===== src/rtl/matmul_seq_ctrl_pkg.sv =====
// rtl/matmul_seq_ctrl_pkg.sv - shared state encoding and width helper for the matmul sequencer
package matmul_seq_ctrl_pkg;

  typedef enum logic [2:0] {
    ST_IDLE,
    ST_CLR,
    ST_MAC,
    ST_WB,
    ST_DONE
  } state_t;

  // Bits needed to hold values 0..n-1, never less than one.
  function automatic int clog2(input int n);
    int r;
    r = 1;
    while ((1 << r) < n) r++;
    return r;
  endfunction

endpackage


===== src/rtl/matmul_nest_cnt.sv =====
// rtl/matmul_nest_cnt.sv - i/j/k nested loop counter for the matmul sequencer
module matmul_nest_cnt
  import matmul_seq_ctrl_pkg::*;
#(
  parameter int A_ROWS = 2,
  parameter int A_COLS = 2,
  parameter int B_COLS = 2
) (
  input  logic                        clk,
  input  logic                        rst,
  input  logic                        clr,
  input  logic                        inc_k,
  input  logic                        inc_j,
  output logic [clog2(A_ROWS)-1:0]    i,
  output logic [clog2(B_COLS)-1:0]    j,
  output logic [clog2(A_COLS)-1:0]    k,
  output logic                        last_k,
  output logic                        last_elem
);

  localparam int IW = clog2(A_ROWS);
  localparam int JW = clog2(B_COLS);
  localparam int KW = clog2(A_COLS);

  assign last_k    = (k == KW'(A_COLS - 1));
  assign last_elem = (i == IW'(A_ROWS - 1)) && (j == JW'(B_COLS - 1));

  // Moving to the next element always restarts the k walk.
  always_ff @(posedge clk) begin
    if (!rst || clr) begin
      i <= '0;
      j <= '0;
      k <= '0;
    end else if (inc_j) begin
      k <= '0;
      if (j == JW'(B_COLS - 1)) begin
        j <= '0;
        i <= (i == IW'(A_ROWS - 1)) ? '0 : i + 1'b1;
      end else begin
        j <= j + 1'b1;
      end
    end else if (inc_k) begin
      k <= k + 1'b1;
    end
  end

endmodule


===== src/rtl/matmul_seq_ctrl.sv =====
// rtl/matmul_seq_ctrl.sv - sequencer driving a shared MAC over C = A * B
module matmul_seq_ctrl
  import matmul_seq_ctrl_pkg::*;
#(
  parameter int A_ROWS = 2,
  parameter int A_COLS = 2,
  parameter int B_COLS = 2,
  parameter int IDX_W  = 8
) (
  input  logic             clk,
  input  logic             rst,
  input  logic             start,
  input  logic             abort,
  input  logic             op_ready,
  output logic             busy,
  output logic             done,
  output logic             aborted,
  output logic             mac_clr,
  output logic             mac_en,
  output logic [IDX_W-1:0] a_idx,
  output logic [IDX_W-1:0] b_idx,
  output logic             wr_en,
  output logic [IDX_W-1:0] wr_idx
);

  localparam int IW = clog2(A_ROWS);
  localparam int JW = clog2(B_COLS);
  localparam int KW = clog2(A_COLS);

  state_t state, state_nx;
  logic [IW-1:0] i;
  logic [JW-1:0] j;
  logic [KW-1:0] k;
  logic last_k, last_elem;
  logic cnt_clr, inc_k, inc_j;

  matmul_nest_cnt #(
    .A_ROWS(A_ROWS),
    .A_COLS(A_COLS),
    .B_COLS(B_COLS)
  ) u_cnt (
    .clk       (clk),
    .rst       (rst),
    .clr       (cnt_clr),
    .inc_k     (inc_k),
    .inc_j     (inc_j),
    .i         (i),
    .j         (j),
    .k         (k),
    .last_k    (last_k),
    .last_elem (last_elem)
  );

  always_ff @(posedge clk) begin
    if (!rst) begin
      state   <= ST_IDLE;
      aborted <= 1'b0;
    end else begin
      state   <= state_nx;
      aborted <= abort && (state != ST_IDLE);
    end
  end

  always_comb begin
    state_nx = state;
    cnt_clr  = 1'b0;
    inc_k    = 1'b0;
    inc_j    = 1'b0;
    if (abort) begin
      state_nx = ST_IDLE;
    end else begin
      case (state)
        ST_IDLE: if (start) begin
          cnt_clr  = 1'b1;
          state_nx = ST_CLR;
        end
        ST_CLR:  state_nx = ST_MAC;
        ST_MAC:  if (op_ready) begin
          if (last_k) state_nx = ST_WB;
          else        inc_k    = 1'b1;
        end
        ST_WB:   if (last_elem) begin
          state_nx = ST_DONE;
        end else begin
          inc_j    = 1'b1;
          state_nx = ST_CLR;
        end
        ST_DONE: state_nx = ST_IDLE;
        default: state_nx = ST_IDLE;
      endcase
    end
  end

  // Strobes are squashed in the cycle an abort is taken; mac_en also follows op_ready.
  assign busy    = (state != ST_IDLE);
  assign done    = (state == ST_DONE) && !abort;
  assign mac_clr = (state == ST_CLR) && !abort;
  assign mac_en  = (state == ST_MAC) && op_ready && !abort;
  assign wr_en   = (state == ST_WB) && !abort;

  assign a_idx  = (state == ST_MAC) ? IDX_W'(i) * IDX_W'(A_COLS) + IDX_W'(k) : '0;
  assign b_idx  = (state == ST_MAC) ? IDX_W'(k) * IDX_W'(B_COLS) + IDX_W'(j) : '0;
  assign wr_idx = wr_en ? IDX_W'(i) * IDX_W'(B_COLS) + IDX_W'(j) : '0;

endmodule

===== config.mk =====
export PLATFORM = sky130hd
export DESIGN_NAME = matmul_seq_ctrl
export DESIGN_NICKNAME = d
export VERILOG_FILES = /design/src/rtl/matmul_seq_ctrl_pkg.sv /design/src/rtl/matmul_nest_cnt.sv /design/src/rtl/matmul_seq_ctrl.sv
export SDC_FILE = /design/constraint.sdc
export NUM_CORES = 1
export LEC_CHECK = 0
export CAP_MARGIN = 0
export CORE_MARGIN = 3
export CORE_UTILIZATION = 34
export CTS_CLUSTER_SIZE = 20
export DETAILED_ROUTE_END_ITERATION = 12
export GPL_TIMING_DRIVEN = 0
export PLACE_DENSITY = 0.78
export SYNTH_ARGS = -nofsm -noshare
export SYNTH_HDL_FRONTEND = slang
export SYNTH_SLANG_ARGS = --single-unit

===== constraint.sdc =====
create_clock -name clk -period 1.6 [get_ports clk]
set_input_delay 0.32 -clock clk [delete_from_list [all_inputs] [get_ports clk]]
set_output_delay 0.32 -clock clk [all_outputs]
set_load 0.005 [all_outputs]

== Yosys cells after proc, flatten, opt, wreduce, memory -nomap -nowiden ==
Cells that the tools add are included.

* Add/subtract/negate cells: 6
* Equal/unequal tests: 7
* Muxes and demuxes: 20
* Bitwise gates (word level): 1
* Reduce and logical (&&, ||, !) cells: 16

{| class="wikitable"
|+ Operators by type and width
! operator !! count
|-
| $mux 3 || 7
|-
| $mux 1 || 12
|-
| $pmux 3 s4 || 1
|-
| $add 2x1->3 || 3
|-
| $logic_and 1x1->1 || 7
|-
| $eq 3x2->1 const B || 2
|-
| $ne 2x2->1 const B || 2
|-
| $reduce_or 2->1 || 2
|-
| $add 1x1->1 const B || 3
|-
| $eq 3x1->1 const B || 1
|-
| $eq 3x3->1 const B || 1
|-
| $logic_not 3->1 || 1
|-
| $reduce_and 3->1 || 1
|-
| $reduce_bool 3->1 || 1
|-
| $logic_not 1->1 || 2
|-
| $ne 2x1->1 const B || 1
|-
| $reduce_and 2->1 || 1
|-
| $logic_or 1x1->1 || 1
|-
| $not 1->1 || 1
|}

* Bits in registers: 7
* Input port bits: 5
* Output and inout port bits: 30
* Logic and storage cells: 55

== Logic depth before layout (Yosys ltp) ==
* Depth after elaboration: 5
* Depth in mapped cells: 4
* Depth with buffers taken out: 3

== Hierarchy ==
Synthesis repeated with hierarchy kept, for this count alone.

* Cell total of the unflattened synthesis: 62
* Area total of the unflattened synthesis: 544.3 sq um

{| class="wikitable"
|+ Modules (own cells, without submodules)
! module !! instances !! cells each !! area each (sq um)
|-
| matmul_seq_ctrl || 1 || 49 || 404.1
|-
| matmul_nest_cnt || 1 || 13 || 140.1
|}

== Worst setup path before layout ==
OpenSTA, ideal clock, no wires.

* Path type: reg2reg
* Start: register state[1]
* End: register u_cnt.k
* Data arrival time: 1.152 ns
* Path slack: 0.325 ns
* Stages on the path, launching flop included: 5
* Clock period less this slack: 1.275 ns
* Cells stage by stage: dfxtp_1 buf_6 or4_1 o21ai_2 a211oi_1

* Word-level cells in the longest chain between the ends: 5

{| class="wikitable"
|+ RTL lines
! what !! line !! text
|-
| from (decl) || matmul_seq_ctrl.sv:30 || <nowiki>state_t state, state_nx;</nowiki>
|-
| from (signal assigned) || matmul_seq_ctrl.sv:59 || <nowiki>state <= state_nx;</nowiki>
|-
| $logic_not 3->1 || matmul_seq_ctrl.sv:72 || <nowiki>case (state)</nowiki>
|-
| $mux 1 || matmul_seq_ctrl.sv:72 ||
|-
| $mux 1 || matmul_seq_ctrl.sv:69 || <nowiki>if (abort) begin</nowiki>
|-
| $logic_or 1x1->1 || matmul_nest_cnt.sv:30 || <nowiki>if (!rst || clr) begin</nowiki>
|-
| $reduce_or 2->1 (no line) || - ||
|-
| to (signal assigned) || matmul_nest_cnt.sv:43 || <nowiki>k <= k + 1'b1;</nowiki>
|-
| to (decl) || matmul_nest_cnt.sv:16 || <nowiki>output logic [clog2(A_COLS)-1:0] k,</nowiki>
|}

Several ways; a longest one is shown, not always the timed one.
A chain may end at the register's enable or synchronous reset.

== Worst setup path after layout ==
* Start: input port abort
* End: output port wr_idx[0]

* Word-level cells in the longest chain between the ends: 3

{| class="wikitable"
|+ RTL lines
! what !! line !! text
|-
| from (decl) || matmul_seq_ctrl.sv:13 || <nowiki>input logic abort,</nowiki>
|-
| $logic_not 1->1 || matmul_seq_ctrl.sv:99 || <nowiki>assign wr_en = (state == ST_WB) && !abort;</nowiki>
|-
| $logic_and 1x1->1 || matmul_seq_ctrl.sv:99 ||
|-
| $mux 3 || matmul_seq_ctrl.sv:103 || <nowiki>assign wr_idx = wr_en ? IDX_W'(i) * IDX_W'(B_COLS) + IDX_W'(j) : '0;</nowiki>
|-
| to (decl) || matmul_seq_ctrl.sv:23 || <nowiki>output logic [IDX_W-1:0] wr_idx</nowiki>
|}

No other way between the ends.

==> results.tsv <==
stage	metric	value	unit
outcome	outcome	finished with violations	
outcome	violations in the final reports	negative setup slack	
grt	routing layer with the top usage in global route	met2	
grt	met1 Track Usage GR	16.2	%
final_layout	fraction of layout cells with a size suffix above 1	45.0	%
yosys	synth top area cells	buf_4 (28%), dfxtp_1 (27%), and3_1 (4.9%), and4bb_4 (3.2%), a21oi_1 (2.9%)	
final_layout	number of nets in the final layout	117	
floorplanning	Core Region	1370	µm²
drt	length of the first detailed-routing pass in iterations	2	
yosys	number of storage elements in the synthesis netlist	7	
critical_path	path type of the worst setup path	in -> out	
yosys	fraction of post-synthesis cell area in the top cell type by area	27.7	%
critical_path	critical path capture point type	output pin	
power_and_ir_drop	power density of the placed cells	499	nW/µm²
grt	leftover overflow at the end of global routing	0	
final_layout	fill cell instance count of the final layout	129	
power_and_ir_drop	highest ir drop seen on vdd	274	µV
cts	register clock-pin slew on the reported worst setup and hold paths	0.05	ns
cts	clock latency reported for the late side of the worst-skew pair	0.25	ns
grt	all-layer global routing usage	14.5	%
yosys	sequential-to-total area share from yosys stat	27.2	%
cts	CTS tree	built	
yosys	Distinct cells, synth	24	
sta	final worst-path setup slack	-0.0467	ns
cts	cts bufs inserted	3	
drt	antenna violation net count after detailed routing	0	
cts	H-tree depth	1	
critical_path	type of origin of the critical path	input pin	
drt	Vias/cell	4.13	
place	input/output buffers	16	
yosys	number of flops mapped to enable cells by yosys	0	
grt	global-route wire length before repair	2.10	mm
critical_path	critical path required time	1.28	ns
yosys	count of mapped cells out of synthesis	65	
drt	Initial DRC Count	13	
yosys	leading cell type by number of instances after synthesis	buf_4	
floorplanning	overall die area	2020	µm²
final_layout	area growth from synthesis to final layout	70.4	%
worst_hold_path	HP Class	reg -> reg	
grt	number of antenna violations at the first check in global routing	0	
yosys	most used flip-flop cell after synthesis	dfxtp_1	
yosys	synth warn	0	
floorplanning	chip height	44.9	µm
place	minimum setup slack after placement	-0.585	ns
grt	grt met3 use	4.38	%
cts	Clock Path Buffers	2	
sta	final clock skew	0.000222	ns
drt	Vias	521	
power_and_ir_drop	leakage dissipation	0.463	nW
floorplanning	Boundary Pins	35	
sta	setup repair after global routing missed its margin	true	
place	hpwl dp	883	µm
yosys	area of the mapped netlist	515	µm²
cts	Num Clock Sinks	7	
cts	CTS Root Cell	clkbuf_4	
drt	average wire per cell in the routed design	11.3	µm
yosys	leading cell types by count after synthesis	buf_4 (19), dfxtp_1 (7), and3_1 (4)	
sta	number of setup violations in the final report	3	
final_layout	number of inserted diodes	0	
floorplanning	# rows	13	
critical_path	largest driver fanout on the critical path	6	
run	Max-cap violations	0	
drt	Total Wirelength	1.42	mm
yosys	Avg Cell Area, Syn	7.93	µm²
yosys	proportion of register bits with asynchronous set or reset after synthesis	0	%
floorplanning	horizontal die dimension	44.9	µm
sta	count of final hold-check violations	0	
place	last weighted congestion value of the routability-driven placer	0.752	
grt	met2 layer usage reported by global route	24.6	%
grt	via count of the first global-routing pass	509	
sta	fmax	607	MHz
sta	share of the cycle needed by the critical path after routing	103	%
critical_path	Arr. time, crit path	1.33	ns
yosys	biggest area consumer among synthesized cells	buf_4	
sta	Final min period	1.65	ns
sta	Max Transition Viols Final	0	
grt	maximum number of pins on one net before global-route repair	9	
floorplanning	effective utilization at floorplan	37.7	%
sta	aggregate negative setup slack	-0.0738	ns
drt	number of DRC violations after detailed routing	0	
==> flip-flops by register name (all words and copies together), names as in the netlist <==
register  count
state         3
u_cnt.k       1
u_cnt.j       1
u_cnt.i       1
aborted       1
==> path summary, 6_finish.rpt <==
kind	endpoint	slack (ns)	cells after the start	from
worst min-delay path	state[2]	0.51	2	u_cnt.i
worst min register to register	state[2]	0.51	2	u_cnt.i
worst max register to register	u_cnt.j	0.10	5	state[0]
worst max-delay path	wr_idx[0]	-0.05	5	abort
==> critical path: stages <==
cell	delay, ns
dlygate4sd2_1	0.32
and4bb_4	0.34
buf_6	0.10
and2_1	0.13
clkbuf_2	0.11
==> stage by stage <==
step,hold WS (ns),area (µm²),utilization (%),power (mW),instances
3_3_place_gp,0.494,758,55.5,0.264,113
3_5_place_dp,0.507,758,55.5,0.264,113
4_1_cts,0.509,863,63.2,0.434,125
2_1_floorplan,0.465,579,-,0.242,82
5_1_grt,0.551,878,64.3,0.461,126
6_report,0.511,878,64.3,0.439,126
==> area by class of cell <==
cell class	instances	area [µm²]	share of cell area [%]
buffer	21	169	19.2
inverter	3	11.3	1.28
clock buffer	4	26.3	2.99
multi-input combinational	51	300	34.2
timing repair buffer	25	206	23.5
sequential	7	146	16.7
tap	15	18.8	2.14
==> report_power, final <==
group	switching [mW]	internal, mW	total (mW)
clock	0.0680	0.0954	0.163
combinational	0.0412	0.0574	0.0986
sequential	0.00121	0.175	0.177
==> cells in the final DEF, fill, tap and decap left out, drive strengths merged <==
master / netlist / layout
o21ai: 1 / 1
nand2: 3 / 3
and2: 2 / 2
a31o: 1 / 1
or3: 1 / 1
or4: 1 / 1
clkbuf: 0 / 5
nand2b: 2 / 2
nor4: 1 / 1
or2b: 1 / 1
dfxtp: 7 / 7
a21oi: 3 / 3
inv: 3 / 3
a211oi: 2 / 2
and4bb: 1 / 1
nand3: 2 / 2
clkdlybuf4s50: 0 / 4
nor3: 3 / 3
clkdlybuf4s15: 0 / 2
nor2b: 1 / 1
buf: 21 / 35
nor2: 3 / 3
a31oi: 1 / 1
dlygate4sd2: 0 / 4
conb: 1 / 18
and3: 4 / 4
==> layer usage <==
metal	wire [µm]	vias to the layer above
li1	-	274
met1	568	225
met2	722	22
met3	127	0
met4	0	0
met5	0	-
==> what timing repair did <==
item / 4_1_cts / 5_1_grt
pin swaps: 1 / 3
setup endpoints to repair: 11 / 11
gates resized for setup: 40 / 8
buffers inserted: 8 / 2
hold buffers: 0 / 0
==> kinds of logic (layout without fill, tap and decap cells) <==
kind of cell	Yosys count	count (layout)	synth area share [%]
flip-flops	7	7	27.2
AO/OA/AOI/OAI	8	8	10.4
AND/OR/NAND/NOR	25	25	28.6
buffers and inverters	24	53	33.0
other	1	18	0.727
Power figures use the tool's default switching activity.
